$ cat config.mk
export PLATFORM = sky130hd
export DESIGN_NAME = usb_link_controller
export DESIGN_NICKNAME = d
export VERILOG_FILES = /design/src/rtl/usb_link_controller.sv
export SDC_FILE = /design/constraint.sdc
export NUM_CORES = 1
export LEC_CHECK = 0
export CAP_MARGIN = 40
export CORE_UTILIZATION = 60
export DETAILED_ROUTE_END_ITERATION = 16
export HOLD_SLACK_MARGIN = 0.15
export PLACE_DENSITY = 0.81
export SLEW_MARGIN = 20
export SYNTH_ARGS = -nofsm -noshare
export SYNTH_HDL_FRONTEND = slang
export SYNTH_SLANG_ARGS = --single-unit
$ cat constraint.sdc
create_clock -name Clk -period 5.1 [get_ports Clk]
set_input_delay 1.02 -clock Clk [delete_from_list [all_inputs] [get_ports Clk]]
set_output_delay 1.02 -clock Clk [all_outputs]
set_load 0.005 [all_outputs]
$ cat src/rtl/usb_link_controller.sv
// Half-duplex bus-ownership sequencer between USB receiver and transmitter.
// Moore bus-enable outputs follow the registered state; pulses are registered (one clock).
// No backpressure: Tx_Req is held by the requester until Tx_Ack, other inputs are strobes.
module usb_link_controller #(
  parameter int TURNAROUND_CYCLES = 2,
  parameter int EOP_SE0_CYCLES    = 2,
  parameter int RX_TIMEOUT        = 64,
  parameter int CNT_W             = 8
) (
  input  logic             Clk,
  input  logic             Rst,
  input  logic             Data_In,
  input  logic             Diff,
  input  logic             Rx_Valid,
  input  logic             Rx_Error,
  input  logic             Tx_Req,
  input  logic             Tx_Done,
  output logic             Active,
  output logic             Tx_Ready,
  output logic             Tx_Grant,
  output logic             Se0_Drive,
  output logic             Tx_Ack,
  output logic             Pkt_Done,
  output logic             Timeout_Err,
  output logic             Rx_Err_Flag,
  output logic [CNT_W-1:0] Rx_Byte_Count,
  output logic             Busy
);

  typedef enum logic [2:0] {
    S_IDLE   = 3'd0,
    S_RX     = 3'd1,
    S_RX_EOP = 3'd2,
    S_TA     = 3'd3,
    S_TX     = 3'd4,
    S_TX_EOP = 3'd5
  } state_t;

  localparam int CW = 16;
  localparam logic [CW-1:0] TO_LAST  = CW'(RX_TIMEOUT - 1);
  localparam logic [CW-1:0] TA_LAST  = CW'(TURNAROUND_CYCLES - 1);
  localparam logic [CW-1:0] EOP_LAST = CW'(EOP_SE0_CYCLES - 1);
  localparam logic [CW-1:0] EOP_MIN  = CW'(EOP_SE0_CYCLES);

  state_t          state;
  logic [CW-1:0]   idle_cnt;   // clocks since last Rx_Valid while receiving
  logic [CW-1:0]   se0_cnt;    // SE0 length seen on a candidate receive EOP
  logic [CW-1:0]   phase_cnt;  // shared by TA and TX_EOP, cleared on entry to each

  logic line_start;
  assign line_start = Diff && !Data_In;

  // Main sequencer: state, counters, registered pulses and sticky receive status.
  always_ff @(posedge Clk or posedge Rst) begin
    if (Rst) begin
      state         <= S_IDLE;
      idle_cnt      <= '0;
      se0_cnt       <= '0;
      phase_cnt     <= '0;
      Pkt_Done      <= 1'b0;
      Tx_Ack        <= 1'b0;
      Timeout_Err   <= 1'b0;
      Rx_Err_Flag   <= 1'b0;
      Rx_Byte_Count <= '0;
    end else begin
      Pkt_Done    <= 1'b0;
      Tx_Ack      <= 1'b0;
      Timeout_Err <= 1'b0;
      case (state)
        S_IDLE: begin
          // Receive has priority; a pending Tx_Req is served after the packet.
          if (line_start) begin
            state         <= S_RX;
            Rx_Byte_Count <= '0;
            Rx_Err_Flag   <= 1'b0;
            idle_cnt      <= '0;
          end else if (Tx_Req) begin
            state     <= S_TA;
            phase_cnt <= '0;
          end
        end
        S_RX: begin
          if (Rx_Error) Rx_Err_Flag <= 1'b1;
          if (Rx_Valid) begin
            idle_cnt <= '0;
            if (Rx_Byte_Count != {CNT_W{1'b1}}) Rx_Byte_Count <= Rx_Byte_Count + 1'b1;
          end else begin
            idle_cnt <= idle_cnt + 1'b1;
          end
          // Timeout beats a simultaneous SE0.
          if (!Rx_Valid && idle_cnt == TO_LAST) begin
            Timeout_Err <= 1'b1;
            state       <= S_TA;
            phase_cnt   <= '0;
          end else if (!Diff) begin
            state   <= S_RX_EOP;
            se0_cnt <= CW'(1);
          end
        end
        S_RX_EOP: begin
          if (Rx_Error) Rx_Err_Flag <= 1'b1;
          if (Rx_Valid && Rx_Byte_Count != {CNT_W{1'b1}}) Rx_Byte_Count <= Rx_Byte_Count + 1'b1;
          if (!Diff) begin
            if (se0_cnt != {CW{1'b1}}) se0_cnt <= se0_cnt + 1'b1;
          end else if (se0_cnt >= EOP_MIN) begin
            Pkt_Done  <= 1'b1;
            state     <= S_TA;
            phase_cnt <= '0;
          end else begin
            // Short SE0 is a glitch; the idle counter keeps its value.
            state <= S_RX;
          end
        end
        S_TA: begin
          if (phase_cnt == TA_LAST) state <= Tx_Req ? S_TX : S_IDLE;
          else phase_cnt <= phase_cnt + 1'b1;
        end
        S_TX: begin
          if (Tx_Done) begin
            state     <= S_TX_EOP;
            phase_cnt <= '0;
          end
        end
        S_TX_EOP: begin
          if (phase_cnt == EOP_LAST) begin
            state  <= S_IDLE;
            Tx_Ack <= 1'b1;
          end else begin
            phase_cnt <= phase_cnt + 1'b1;
          end
        end
        default: state <= S_IDLE;
      endcase
    end
  end

  // Bus-control outputs decoded from the registered state.
  always_comb begin
    Active    = (state == S_RX) || (state == S_RX_EOP);
    Tx_Ready  = (state == S_TX) || (state == S_TX_EOP);
    Tx_Grant  = (state == S_TX);
    Se0_Drive = (state == S_TX_EOP);
    Busy      = (state != S_IDLE);
  end

endmodule

# Yosys cells after proc, flatten, opt, wreduce, memory -nomap -nowiden
# Index checks and enable logic that the tools add are counted.
word_totals:
  in_bits: 8
  elab_cells: 107
  regBits: 63
  out_inout_bits: 17
op_classes:
  n_lt_le_gt_ge: 1
  eq_ne: 29
  n_mux: 42
  add_sub_neg: 4
  n_reduce_logical: 22
ops:
  columns: ["cell", "count"]
  rows:
  - ["two-way mux 16 bit", 13]
  - ["case mux 16 bit (5 select lines)", 1]
  - ["case mux 16 bit (2 select lines)", 2]
  - ["adder 16 x 1 -> 16 bit, second input constant", 3]
  - ["two-way mux 8 bit", 4]
  - ["inequality test 2 bit, second input constant", 16]
  - ["two-way mux 3 bit", 9]
  - ["case mux 8 bit (3 select lines)", 1]
  - ["case mux 3 bit (6 select lines)", 1]
  - ["equality test 16 x 1 -> 1 bit, second input constant", 1]
  - ["equality test 16 x 6 -> 1 bit, second input constant", 1]
  - ["greater-or-equal comparator 16 x 2 -> 1 bit, second input constant", 1]
  - ["inequality test 16 bit, second input constant", 1]
  - ["AND reduction 5 bit", 2]
  - ["two-way mux 1 bit", 9]
  - ["adder 8 x 1 -> 8 bit, second input constant", 1]
  - ["inequality test 8 bit, second input constant", 1]
  - ["AND reduction 8 bit", 1]
  - ["equality test 3 x 2 -> 1 bit, second input constant", 2]
  - ["equality test 3 bit, second input constant", 2]
  - ["inequality test 3 bit, second input constant", 2]
  - ["AND reduction 6 bit", 1]
  - ["nonzero test 2 bit", 3]
  - ["nonzero test 3 bit", 2]
  - ["12 further kinds", 18]

# Longest topological paths before layout
depth:
  ltp_word: 4
  ltp_mapped: 8
  ltp_nobuf: 7

# Least setup slack after synthesis
# No wires, ideal clock.
synth_path:
  kind: "in2reg"
  from: "in Diff"
  to: "reg se0_cnt[0]"
  setup_slack_ns: 2.668
  required_time_ns: 4.982
  path_stages: 6
  arrival_time_ns: 2.314
  n_path_buf: 3
  cell_sequence: "or3_1 > buf_2 > or3_1 > buf_6 > buf_6 > a21o_1"
synth_via:
  elab_chain_len: 2
  word_cells_on_any_way: 3
synth_lines:
  columns: ["item", "line_no", "text"]
  rows:
  - ["from (decl)", "13", "input logic Diff,"]
  - ["inequality test 2 bit (no line)", null, null]
  - ["AND reduction 5 bit (no line) (*)", null, null]
  - ["to (signal assigned)", "104", "if (se0_cnt != {CW{1'b1}}) se0_cnt <= se0_cnt + 1'b1;"]
  - ["to (decl)", "47", "logic [CW-1:0] se0_cnt;"]
# Mark *: on every way between the ends. The rest lies on a longest branch, timed or not.
# A chain may end at the register's enable or synchronous reset.

# Worst setup path after layout
layout_path:
  from: "in Rx_Valid"
  to: "reg se0_cnt[2]"
layout_via:
  elab_chain_len: 4
layout_lines:
  columns: ["item", "line_no", "text"]
  rows:
  - ["from (decl)", "14", "input logic Rx_Valid,"]
  - ["logical NOT 1 bit", "91", "if (!Rx_Valid && idle_cnt == TO_LAST) begin"]
  - ["logical AND 1 bit", "91", null]
  - ["inequality test 2 bit (no line)", null, null]
  - ["AND reduction 5 bit (no line)", null, null]
# No other way between the ends.

==> flow_summary_export.csv <==
group,metric,value,unit
status,status,"completed",
power_and_ir_drop,irDropWorstVdd,0.283,mV
synthesis,yosys_warnings,0,
clock_tree,cts.repair.resized,0,
layout,drive_gt1_frac,0.109,
die,die_h,81.3,µm
timing,tightest_slew,0.812,ns
placed_design,routabilityCongestion,0.832,
clock_tree,cts_buffers,9,
synthesis,syn_avg_cell_area,9.12,µm²
synthesis,yosys-top-cells-area,"dfrtp_1, o21ai_0, o31ai_1",
global_routing,grt_max_degree,40,
placed_design,port_buffers,24,
synthesis,ys_ff_latch,63,
routing,first_iter_violations,144,
synthesis,seq_area_frac_synth,0.418,
worst_setup_path,crit_path_end_kind,"flip-flop",
synthesis,syn-num-nets,427,
die,initial_core_util,0.629,
synthesis,synth_top_area_share,0.418,
synthesis,async_flop_share,1.00,
layout,num_antenna_cells,0,
die,io_pins,25,
clock_tree,cts_num_sinks,63,
clock_tree,cts_root_buffer,"clkbuf_8",
routing,post_drt_via_cell_ratio,6.37,
layout,fin_nets,441,
die,die_area,6600,µm²
worst_setup_path,critical-path-top-delay-family,"simple AND/OR/NAND/NOR gates",
worst_setup_path,max_stage_delay,0.66,ns
synthesis,synth_area_leader_cell,"dfrtp_1",
global_routing,track_usage,0.259,
timing,slew_violations,0,
die,core_area,5990,µm²
worst_setup_path,regToRegEndpoint,"se0_cnt[2]",
timing,report.final.setup_viol,0,
worst_setup_path,crit_start,"Rx_Valid",
clock_tree,cts_tree,"yes",
worst_setup_path,required,5.29,ns
layout,fillers,463,
synthesis,netlist-cell-type-count,59,
routing,drc_errors,0,
clock_tree,ctsHoldBuffers,0,
routing,firstDrtPassIters,5,
routing,postRouteAntennaNets,0,
min_path,hold_path_end,"Rx_Err_Flag",
worst_setup_path,critPathLaunchType,"input pin",
synthesis,synth-edff-count,0,
synthesis,synthTopCellsByCount,"dfrtp_1, nor2_1, nand2_1, o21ai_0, nand3_1",
worst_setup_path,ff2ff_path_depth,5,
clock_tree,clk_pin_slew,0.07,ns
clock_tree,clk_latency,0.34,ns
die,die_w,81.3,µm
timing,hold_violations,0,
clock_tree,clockBufferDepth,2,
timing,fmax,0.324,GHz
global_routing,grt_pass1_wl,13100,µm
worst_setup_path,worstPathCellList,"clkdlybuf4s50_1 > nor3_1 > nand3_1 > o22ai_4 > or3_1 > o21ai_1",
clock_tree,htreeDepth,3,
global_routing,gr-total-overflow,0,
clock_tree,postCtsSetupBuffers,0,
worst_setup_path,crit_path_top_delay_cell,"or3_1",
routing,routed_wl,7990,µm
timing,fin_crit_sh,0.605,
flow_run,cap_violations,0,
min_path,holdPathStages,2,
power_and_ir_drop,total_leakage_power,1.77,nW
worst_setup_path,reg2reg_setup_slack,2.28,ns
synthesis,synthCells,413,
synthesis,syn-cell-area,3770,µm²
worst_setup_path,critical_path_class,"in -> reg",
layout,fin_area,4230,µm²
layout,syn2layout_area_growth,12.1,%
routing,wl_per_cell,15.8,µm
timing,min_period,3.09,ns
placed_design,dpl_cell_area,3990,µm²
timing,max_slew_margin,0.456,
die,row_count,28,
min_path,hold_path_class,"reg -> reg",
routing,num_vias,3229,
placed_design,hpwlAfterDp,5390,µm
synthesis,synth_most_common_cell,"dfrtp_1",
power_and_ir_drop,powerDensity,439,nW/µm²
min_path,hold_start,"Rx_Err_Flag",
timing,fin_worst_skew,0.00933,ns
global_routing,antenna_found_initial,0,
worst_setup_path,path_buf_inv,1,
worst_setup_path,reg2reg_from,"state[0]",
worst_setup_path,cp.arrival,3.28,ns
timing,rsz0062_at_grt,"no",
worst_setup_path,cp_max_fo,18,
timing,totalNegativeSetupSlack,0,ns
synthesis,ys.flop_type,"dfrtp_1",
global_routing,grt_pass1_vias,2915,
==> sequential cells by signal (all words and copies together), names as in the netlist <==
| register | flops |
|---|---|
| Pkt_Done | 1 |
| Tx_Ack | 1 |
| state | 3 |
| Rx_Byte_Count | 8 |
| Timeout_Err | 1 |
| idle_cnt | 16 |
| se0_cnt | 16 |
| Rx_Err_Flag | 1 |
| phase_cnt | 16 |
==> cell usage in the layout, fill, tap and decap left out, types with 4 or more instances in the layout <==
cell             synthesis  final
o31ai_1                 21     21
o21ba_2                  5      5
a21oi_1                 13     13
inv_1                    6      5
nand4_1                  9      9
o22a_1                   7      7
ha_1                     6      6
clkbuf_8                 0      9
nor3_1                  13     13
dfrtp_1                 63     63
a31oi_1                  8      8
xnor2_1                  4      4
and2_1                   7      7
nand2b_1                10     10
o31ai_2                  4      4
and4_1                   4      4
and3_1                  13     13
nor2_1                  36     36
clkdlybuf4s50_1          0     24
nor4_1                  10     10
o21ai_0                 33     33
a22o_1                   4      4
nand2_1                 33     33
nand3_1                 23     23
a211o_1                  4      4
==> power breakdown <==
group          switching (W)  internal (W)
clock network       0.000198      0.000273
registers           0.000101      0.000567
logic               0.000420      0.000296
==> logic make-up (layout without fill, tap and decap cells) <==
logic type / Yosys count / in the layout / share of synthesized area
and+or+nand+nor: 177 / 177 / 0.247
AOI/OAI and AO/OA: 128 / 128 / 0.253
DFF: 63 / 63 / 0.418
buffers and inverters: 30 / 49 / 0.0382
adders and majority gates: 6 / 6 / 0.0199
xor gates and xnor gates: 5 / 5 / 0.0116
muxes: 4 / 4 / 0.0113
==> layout make-up <==
| cell class | count | area, µm² | area share |
|---|---|---|---|
| clock buffer | 10 | 128 | 0.0302 |
| sequential | 63 | 1580 | 0.373 |
| tap | 75 | 93.8 | 0.0222 |
| inverter | 7 | 26.3 | 0.00622 |
| timing repair buffer | 26 | 268 | 0.0634 |
| multi-input combinational | 320 | 2050 | 0.485 |
| clock inverter | 6 | 85.1 | 0.0201 |
==> how the worst max path moves through the flow <==
stage,slack (ns),to,cells after the start
4_1_cts,2.03,Active,4
2_1_floorplan,2.51,Pkt_Done,1
6_report,2.01,se0_cnt[2],6
5_1_grt,1.83,se0_cnt[10],6
3_3_place_gp,1.73,se0_cnt[13],4
3_5_place_dp,1.67,se0_cnt[13],4
==> metrics by stage <==
stage / cells / worst slack (ns) / power [W] / util / hold WS (ns)
floorplan: 413 / 2.51 / 0.00120 / - / 0.485
global placement: 490 / 1.73 / 0.00137 / 0.666 / 0.472
detailed placement: 490 / 1.67 / 0.00138 / 0.666 / 0.485
CTS: 506 / 2.03 / 0.00186 / 0.702 / 0.505
global route: 507 / 1.83 / 0.00197 / 0.705 / 0.544
finish: 507 / 2.01 / 0.00186 / 0.705 / 0.497
==> worst reg2reg max path, delay by kind of cell (launching register included) <==
| family | cells | cell delay, ns |
|---|---|---|
| compound gates | 2 | 0.64 |
| flops | 1 | 0.59 |
| simple gates | 3 | 1.45 |
==> per-layer routing <==
layer  vias up  wire, µm  GRT usage  share of wire
li1       1577         -          -              -
met1      1546      3580      0.342           0.45
met2        91      3880      0.408           0.49
met3        15       398     0.0461          0.050
met4         0       132      0.130          0.017
met5         -         0          0              0
Note: power is estimated with default switching activity, not from simulation.
